**config.mk**
```make
export PLATFORM = sky130hd
export DESIGN_NAME = if_fetch_stage_flat
export DESIGN_NICKNAME = d
export VERILOG_FILES = /design/src/rtl/if_fetch_stage_if.sv /design/src/rtl/if_fetch_stage.sv /design/src/flat_wrapper.sv
export SDC_FILE = /design/constraint.sdc
export NUM_CORES = 1
export LEC_CHECK = 0
export CORE_MARGIN = 8
export CORE_UTILIZATION = 50
export CTS_BUF_LIST = sky130_fd_sc_hd__clkbuf_8
export CTS_CLUSTER_DIAMETER = 200
export DETAILED_ROUTE_END_ITERATION = 8
export PLACE_DENSITY = 0.74
export RECOVER_POWER = 100
export SYNTH_ARGS = -nofsm -noshare
export SYNTH_HDL_FRONTEND = slang
export SYNTH_SLANG_ARGS = --single-unit
```
**constraint.sdc**
```tcl
create_clock -name clk -period 2.8 [get_ports clk]
set_clock_uncertainty 0.05 [all_clocks]
set_input_delay 0.84 -clock clk [delete_from_list [all_inputs] [get_ports clk]]
set_output_delay 0.84 -clock clk [all_outputs]
set_load 0.005 [all_outputs]
```
**src/rtl/if_fetch_stage_if.sv**
```systemverilog
// Instruction-memory read bus between the fetch stage and instruction memory.
//   imem_req   : read request, held until imem_ready
//   imem_addr  : read address, stable while imem_req=1 until imem_ready
//   imem_ready : read data valid this cycle (meaningful only while imem_req=1)
//   imem_rdata : instruction word returned by memory
// master = fetch stage, slave = instruction memory.
interface if_fetch_stage_if;
  logic        imem_req;
  logic [31:0] imem_addr;
  logic        imem_ready;
  logic [31:0] imem_rdata;

  modport master (
    output imem_req,
    output imem_addr,
    input  imem_ready,
    input  imem_rdata
  );

  modport slave (
    input  imem_req,
    input  imem_addr,
    output imem_ready,
    output imem_rdata
  );
endinterface

```
**src/rtl/if_fetch_stage.sv**
```systemverilog
// Instruction-fetch stage plus IF/ID pipeline register.
// Owns the fetch PC, issues req/ready reads to a variable-latency instruction memory,
// freezes on hazards, flushes/redirects on branch_taken and parks one instruction in a
// skid buffer when it returns while ID is frozen.
// Ports:
//   clk, rst      : clock (rising edge), asynchronous active-low reset
//   freeze        : hazard stall; IF/ID register and fetch PC hold
//   branch_taken  : redirect/flush request from EXE, target on branch_addr
//   imem          : instruction-memory bus (master side)
//   if_valid      : IF/ID holds a real instruction
//   pc_out        : IF/ID PC = fetch address + PC_STEP
//   inst_out      : IF/ID instruction
module if_fetch_stage #(
  parameter logic [31:0] RESET_PC = 32'h0000_0000,
  parameter logic [31:0] PC_STEP  = 32'd4,
  parameter logic [31:0] NOP_INST = 32'h0000_0000
) (
  input  logic                   clk,
  input  logic                   rst,
  input  logic                   freeze,
  input  logic                   branch_taken,
  input  logic [31:0]            branch_addr,
  if_fetch_stage_if.master       imem,
  output logic                   if_valid,
  output logic [31:0]            pc_out,
  output logic [31:0]            inst_out
);

  // StFetch  : request outstanding on fetch_pc
  // StHold   : a word was parked in the skid buffer while ID was frozen; no request
  // StDiscard: a redirect arrived while a read was outstanding; finish and drop that read
  typedef enum logic [1:0] {
    StFetch   = 2'd0,
    StHold    = 2'd1,
    StDiscard = 2'd2
  } state_e;

  state_e      state_q, state_d;
  logic [31:0] fetch_pc_q, fetch_pc_d;
  logic [31:0] redirect_q, redirect_d;
  logic [31:0] skid_pc_q, skid_pc_d;
  logic [31:0] skid_inst_q, skid_inst_d;
  logic        if_valid_q, if_valid_d;
  logic [31:0] pc_out_q, pc_out_d;
  logic [31:0] inst_out_q, inst_out_d;

  logic [31:0] pc_next;

  // 32-bit modulo increment; the top word wraps to address 0.
  assign pc_next = fetch_pc_q + PC_STEP;

  assign imem.imem_req  = (state_q == StFetch) || (state_q == StDiscard);
  assign imem.imem_addr = fetch_pc_q;

  assign if_valid = if_valid_q;
  assign pc_out   = pc_out_q;
  assign inst_out = inst_out_q;

  always_comb begin
    state_d     = state_q;
    fetch_pc_d  = fetch_pc_q;
    redirect_d  = redirect_q;
    skid_pc_d   = skid_pc_q;
    skid_inst_d = skid_inst_q;
    if_valid_d  = if_valid_q;
    pc_out_d    = pc_out_q;
    inst_out_d  = inst_out_q;

    case (state_q)
      StFetch: begin
        if (branch_taken) begin
          if_valid_d = 1'b0;
          inst_out_d = NOP_INST;
          if (imem.imem_ready) begin
            fetch_pc_d = branch_addr;
          end else begin
            // Keep fetch_pc so the outstanding address stays stable until it completes.
            redirect_d = branch_addr;
            state_d    = StDiscard;
          end
        end else if (imem.imem_ready) begin
          fetch_pc_d = pc_next;
          if (freeze) begin
            skid_pc_d   = pc_next;
            skid_inst_d = imem.imem_rdata;
            state_d     = StHold;
          end else begin
            if_valid_d = 1'b1;
            pc_out_d   = pc_next;
            inst_out_d = imem.imem_rdata;
          end
        end else if (!freeze) begin
          if_valid_d = 1'b0;
        end
      end

      StHold: begin
        if (branch_taken) begin
          fetch_pc_d = branch_addr;
          if_valid_d = 1'b0;
          inst_out_d = NOP_INST;
          state_d    = StFetch;
        end else if (!freeze) begin
          if_valid_d = 1'b1;
          pc_out_d   = skid_pc_q;
          inst_out_d = skid_inst_q;
          state_d    = StFetch;
        end
      end

      StDiscard: begin
        // The latest redirect wins, including one arriving with the dropped data.
        if (imem.imem_ready) begin
          fetch_pc_d = branch_taken ? branch_addr : redirect_q;
          state_d    = StFetch;
        end else if (branch_taken) begin
          redirect_d = branch_addr;
        end
      end

      default: begin
        state_d = StFetch;
      end
    endcase
  end

  always_ff @(posedge clk or negedge rst) begin
    if (!rst) begin
      state_q     <= StFetch;
      fetch_pc_q  <= RESET_PC;
      redirect_q  <= 32'h0;
      skid_pc_q   <= 32'h0;
      skid_inst_q <= 32'h0;
      if_valid_q  <= 1'b0;
      pc_out_q    <= 32'h0;
      inst_out_q  <= NOP_INST;
    end else begin
      state_q     <= state_d;
      fetch_pc_q  <= fetch_pc_d;
      redirect_q  <= redirect_d;
      skid_pc_q   <= skid_pc_d;
      skid_inst_q <= skid_inst_d;
      if_valid_q  <= if_valid_d;
      pc_out_q    <= pc_out_d;
      inst_out_q  <= inst_out_d;
    end
  end

endmodule
```
**src/flat_wrapper.sv**
```systemverilog
// flat-port wrapper written by rule: the top's interface ports become plain ports
module if_fetch_stage_flat 
#(
  parameter logic [31:0] RESET_PC = 32'h0000_0000,
  parameter logic [31:0] PC_STEP  = 32'd4,
  parameter logic [31:0] NOP_INST = 32'h0000_0000
)
  (clk, rst, freeze, branch_taken, branch_addr, if_valid, pc_out, inst_out, imem_imem_req, imem_imem_addr, imem_imem_ready, imem_imem_rdata);
  if_fetch_stage_if imem_i ();
  input  logic clk;
  input  logic rst;
  input  logic freeze;
  input  logic branch_taken;
  input  logic [31:0] branch_addr;
  output logic if_valid;
  output logic [31:0] pc_out;
  output logic [31:0] inst_out;
  output wire logic [$bits(imem_i.imem_req)-1:0] imem_imem_req;
  output wire logic [$bits(imem_i.imem_addr)-1:0] imem_imem_addr;
  input wire logic [$bits(imem_i.imem_ready)-1:0] imem_imem_ready;
  input wire logic [$bits(imem_i.imem_rdata)-1:0] imem_imem_rdata;
  assign imem_imem_req = imem_i.imem_req;
  assign imem_imem_addr = imem_i.imem_addr;
  assign imem_i.imem_ready = imem_imem_ready;
  assign imem_i.imem_rdata = imem_imem_rdata;
  if_fetch_stage #(.RESET_PC(RESET_PC), .PC_STEP(PC_STEP), .NOP_INST(NOP_INST)) u_core (.clk(clk), .rst(rst), .freeze(freeze), .branch_taken(branch_taken), .branch_addr(branch_addr), .imem(imem_i), .if_valid(if_valid), .pc_out(pc_out), .inst_out(inst_out));
endmodule
```
After elaboration in Yosys (flattened, before gate mapping)
Cells that the tools add are included.
Widths: inputs -> output; s select.
Storage, ports and cells
  output and inout port bits: 98
  logic and storage cells: 77
  flip-flop bits (word level): 195
  input port bits: 69
Operators by class
  bitwise operators: 1
  reductions and logical operators: 12
  multiplexer cells: 37
  $add $sub $neg: 1
  equal/unequal tests: 18
Operators with widths (count)
  $mux 32: 19
  $pmux 32 s2: 3
  $pmux 32 s3: 1
  $add 32x3->32 const B: 1
  $ne 2x2->1 const B: 10
  $reduce_and 4->1: 4
  $ne 3x3->1 const B: 5
  $mux 2: 7
  $pmux 2 s3: 1
  $reduce_and 6->1: 1
  $mux 1: 5
  $reduce_and 5->1: 1
  $ne 4x4->1 const B: 1
  $reduce_bool 2->1: 2
  $reduce_bool 3->1: 1
  $eq 2x1->1 const B: 1
  $eq 2x2->1 const B: 1
  $logic_not 2->1: 1
  $pmux 1 s2: 1
  $reduce_and 2->1: 1
  $logic_or 1x1->1: 1
  $not 1->1: 1

Depth between registers and ports, before layout
  depth after elaboration: 5
  depth in mapped cells: 9
  depth with buffers taken out: 7

Worst setup path before layout
Ideal clock, no wire load.
  kind: in2reg
  start point: input port branch_taken
  end point: register u_core.fetch_pc_q[14] (netlist: u_core.imem.imem_addr[14])
  setup slack: 0.355 ns
  path buffers: 2
  data arrival time: 2.274 ns
  setup time: 0.122 ns
  data required time: 2.628 ns
  cell stages on the path: 6
  path through: clkbuf_1 > inv_1 > a211oi_2 > clkbuf_1 > o21ai_0 > a32o_1
Between the ends
  word-level cells in the longest chain between the ends: 3
  elaborated cells on any way between the ends: 6
  those cells by class: eq/ne (1); mux (4); reduce/logical (1)
RTL lines
  from (decl): line flat_wrapper.sv:13  | input logic branch_taken;
  $mux 32
  $mux 32: line if_fetch_stage.sv:113  | if (imem.imem_ready) begin
  $pmux 32 s3: line if_fetch_stage.sv:69  | case (state_q)
  to (signal assigned): line if_fetch_stage.sv:139  | fetch_pc_q <= fetch_pc_d;
  to (decl): line if_fetch_stage.sv:39  | logic [31:0] fetch_pc_q, fetch_pc_d;
Several ways; a longest one is shown, not always the timed one. The select of a mux whose other input is x is not followed.
A chain may end at the register's enable or synchronous reset.

Final worst setup path
  start point: register u_core.fetch_pc_q[19] (netlist: u_core.imem.imem_addr[19])
  end point: output port imem_imem_addr[19]
RTL lines
  to (decl): line flat_wrapper.sv:19  | output wire logic [$bits(imem_i.imem_addr)-1:0] imem_imem_addr;
No word-level cell between the ends.

==> flow_summary_export.csv <==
group,metric,value,unit
synth,synthCells,956,
job,maxCapViolCount,1,
sta,report.final.slew_viol_count,62,
placed_design,place_area,11800,um2
synth,syn-num-nets,1030,
synth,synth-seq-cells,195,
critical_path,worstReg2RegStart,"u_core.imem.imem_addr[12]$_DFFE_PN0P_",
clock_network,ctsLongestPathBuffers,2,
synth,synth_top_family_by_area,"compound AO/OA/AOI/OAI gates",
global_routing,grt_pass1_vias,7750,
sta,finalHoldViolations,0,
floorplanning,core_area,19300,um2
floorplanning,die_y,155,um
synth,synth_top_area_share,50.3,%
clock_network,h-tree-depth,4,
floorplanning,ios,167,
global_routing,met3_usage,6.44,%
worst_hold_path,hold-path-cell-count,2,
clock_network,clock-root-buffer,"clkbuf_8",
synth,ys_seq_area_share,50.3,%
global_routing,grt.busiest_layer,"met2",
synth,synth_area,9710,um2
synth,synthSimpleGateAreaFrac,11.6,%
sta,fin_crit,2.66,ns
layout,fin_area,12100,um2
floorplanning,fp.dieW,155,um
power,ir_drop,701,uV
drt,viasPerCell,5.75,
synth,synthArstFlopShare,100,%
clock_network,clock_latency,0.49,ns
status,violations,"max-capacitance violations, max-slew violations",
synth,yosys.cell_count.top_type,"dfrtp_1",
synth,synth_cell_type_count,59,
drt,drt_wl_total,25.9,mm
floorplanning,die_area,24100,um2
sta,max_freq,376,MHz
drt,drc_errors,0,
synth,synth_edf_count,0,
drt,dr.pass1.iters,6,
critical_path,reg2reg_depth,6,
placed_design,dp_slack,0.0670,ns
synth,synth_commonest_cells,"dfrtp_1, nand2_1, a21oi_1, mux2_2, clkbuf_1",
sta,setup_viol,0,
clock_network,cts.sinks,195,
worst_hold_path,min-delay-path-class,"register to register",
drt,postRouteAntennaNets,0,
sta,grt_setup_unrepaired,"false",
worst_hold_path,whs_endpoint,"u_core.pc_out[5]$_DFFE_PN0P_",
critical_path,cp_max_fo,9,
clock_network,cts_inserted_buffers,17,
synth,ys_warn_count,0,
synth,muxShareOfSynthArea,12.9,%
floorplanning,initial_core_util,50.4,%
placed_design,port_buffers,166,
critical_path,crit_path_end_kind,"output pin",
sta,final.setup.worst_slack,0.143,ns
synth,avgSynthCellArea,10.2,um2
critical_path,worstPathRequired,1.91,ns
status,status,"finished with violations",
worst_hold_path,hold_start,"u_core.pc_out[5]$_DFFE_PN0P_",
sta,tightest_slew,1.61,ns
synth,synth-adder-area-share,0.644,%
global_routing,grt_max_degree,89,
layout,fin_nets,1178,
placed_design,place_inst,1348,
global_routing,antenna_found_initial,2,
critical_path,start_kind,"register",
layout,layout.cells.non_filler,1382,
clock_network,hold_buffers,0,
layout,syn_to_final_growth,24.3,%
critical_path,worstPathArrival,1.77,ns
critical_path,path_class,"register to output pin",
drt,wire_per_inst,18.7,um
synth,yosys.area_share.xor_xnor,1.71,%
placed_design,place_hpwl,18.2,mm
synth,ys.flop_type,"dfrtp_1",
global_routing,grt_pass1_wl,41.9,mm
critical_path,timing.rr.end,"u_core.imem.imem_addr[29]$_DFFE_PN0P_",
power,leakagePower,5.09,nW
placed_design,gp_congestion,0.851,
layout,drive_gt1_share,13.9,%
floorplanning,row_count,51,
critical_path,rrSetupSlack,0.17,ns
sta,fin_crit_sh,94.9,%
sta,finalSetupTns,0,ns
synth,synth-compound-area-share,18.8,%
global_routing,use_met1,28.5,%
power,finalPower,13.1,mW
power,powerDensity,1080,nW/um2
global_routing,grtUsageMet2,34.1,%
global_routing,gr-usage-all-layers,21.8,%
drt,drt_iter0_markers,567,
layout,n_antenna_cell,0,
synth,synth.area.top_cells,"dfrtp_1, mux2_2, nand2_1, mux2i_1, a21oi_1",
drt,vias,7949,
sta,maxSlewHeadroom,-7.08,%
global_routing,grt_overflow,0,
clock_network,path_clk_slew,0.11,ns
clock_network,cts_tree,"yes",
synth,yosys.area.top_type,"dfrtp_1",
[layout by cell type, fill, tap and decap left out, types with 5 or more instances in the layout]
cell,synthesis,routed
xor2_1,5,5
o22a_1,10,10
o31a_1,12,12
nor2_1,24,24
a32o_1,5,5
a31oi_1,10,10
nor3_1,19,21
a22oi_1,7,7
o21ai_0,62,67
xnor2_1,14,14
nand4_1,7,7
and4_1,5,5
o211ai_1,15,15
clkdlybuf4s50_1,0,71
clkbuf_1,64,10
dlygate4sd3_1,0,92
dfrtp_1,195,193
o31ai_1,42,42
clkbuf_8,0,18
nor4_2,5,5
nand2_1,140,140
inv_1,20,20
inv_6,0,6
clkbuf_2,0,11
a21oi_1,72,72
mux2_2,71,71
nand3_1,20,20
and3_1,9,9
mux2i_1,45,45
buf_4,3,15
[worst max-delay path, stage by stage (launching register included)]
cell and delay, ns:
dfrtp_1 0.36, clkbuf_1 0.34, clkdlybuf4s50_1 0.59
[power by group]
group / internal [mW] / total [mW] / switching (mW)
Clock: 0.756 / 1.84 / 1.08
Sequential: 4.18 / 5.13 / 0.951
Combinational: 2.97 / 6.10 / 3.13
[through the flow]
| step | utilization [%] | hold WS (ns) |
|---|---|---|
| after floorplan | - | 0.392 |
| after global placement | 61.4 | 0.404 |
| after detailed placement | 61.4 | 0.415 |
| after CTS | 63.6 | 0.291 |
| after global routing | 62.6 | 0.450 |
| final | 62.6 | 0.430 |
[worst max path at each step]
| stage | from | to | slack (ns) | cells past startpoint |
|---|---|---|---|---|
| final | u_core.imem.imem_addr[19]$_DFFE_PN0P_ | imem_imem_addr[19] | 0.14 | 2 |
| after global routing | u_core.imem.imem_addr[19]$_DFFE_PN0P_ | imem_imem_addr[19] | 0.08 | 2 |
| after CTS | u_core.imem.imem_addr[10]$_DFFE_PN0P_ | imem_imem_addr[10] | 0.22 | 2 |
| after detailed placement | imem_imem_ready | u_core.pc_out[17]$_DFFE_PN0P_ | 0.07 | 7 |
| after global placement | imem_imem_ready | u_core.imem.imem_addr[30]$_DFFE_PN0P_ | 0.14 | 6 |
| after floorplan | branch_taken | u_core.imem.imem_addr[14]$_DFFE_PN0P_ | 0.35 | 6 |
[sequential cells by signal, indices dropped and copies added (netlist names)]
signal / cells
u_core.skid_pc_q: 32
u_core.imem.imem_addr: 32
u_core.skid_inst_q: 32
u_core.if_valid: 1
u_core.state_q: 2
u_core.redirect_q: 32
u_core.pc_out: 32
u_core.inst_out: 32
[timing repair]
| item | CTS | global route |
|---|---|---|
| setup buffers | 2 | 0 |
| hold endpoints to repair | 0 | 0 |
| endpoints found under the setup margin | 1 | 0 |
| gates resized for setup | 5 | 0 |
[cells by family (layout without fill, tap and decap cells)]
kind of cell,after synthesis,after routing
compound gates,279,279
simple gates,243,243
flops,195,195
mux,116,116
buf+inv,99,260
xor+xnor,19,19
fa+ha+maj,5,5
[area by class of cell]
| class | instances | area (um2) |
|---|---|---|
| Timing Repair Buffer | 208 | 1940 |
| Tap cell | 265 | 332 |
| Clock inverter | 14 | 140 |
| Inverter | 20 | 75.1 |
| Fill cell | 1660 | 7200 |
| Multi-Input combinational cell | 662 | 4460 |
| Sequential cell | 195 | 4880 |
| Clock buffer | 18 | 248 |
[metal layers]
metal / vias up / routed length, um
met4: 4 / 464
li1: 3765 / -
met1: 3880 / 11300
met2: 260 / 12100
met5: - / 26
met3: 40 / 1990
Note: power is estimated with default switching activity, not from simulation.
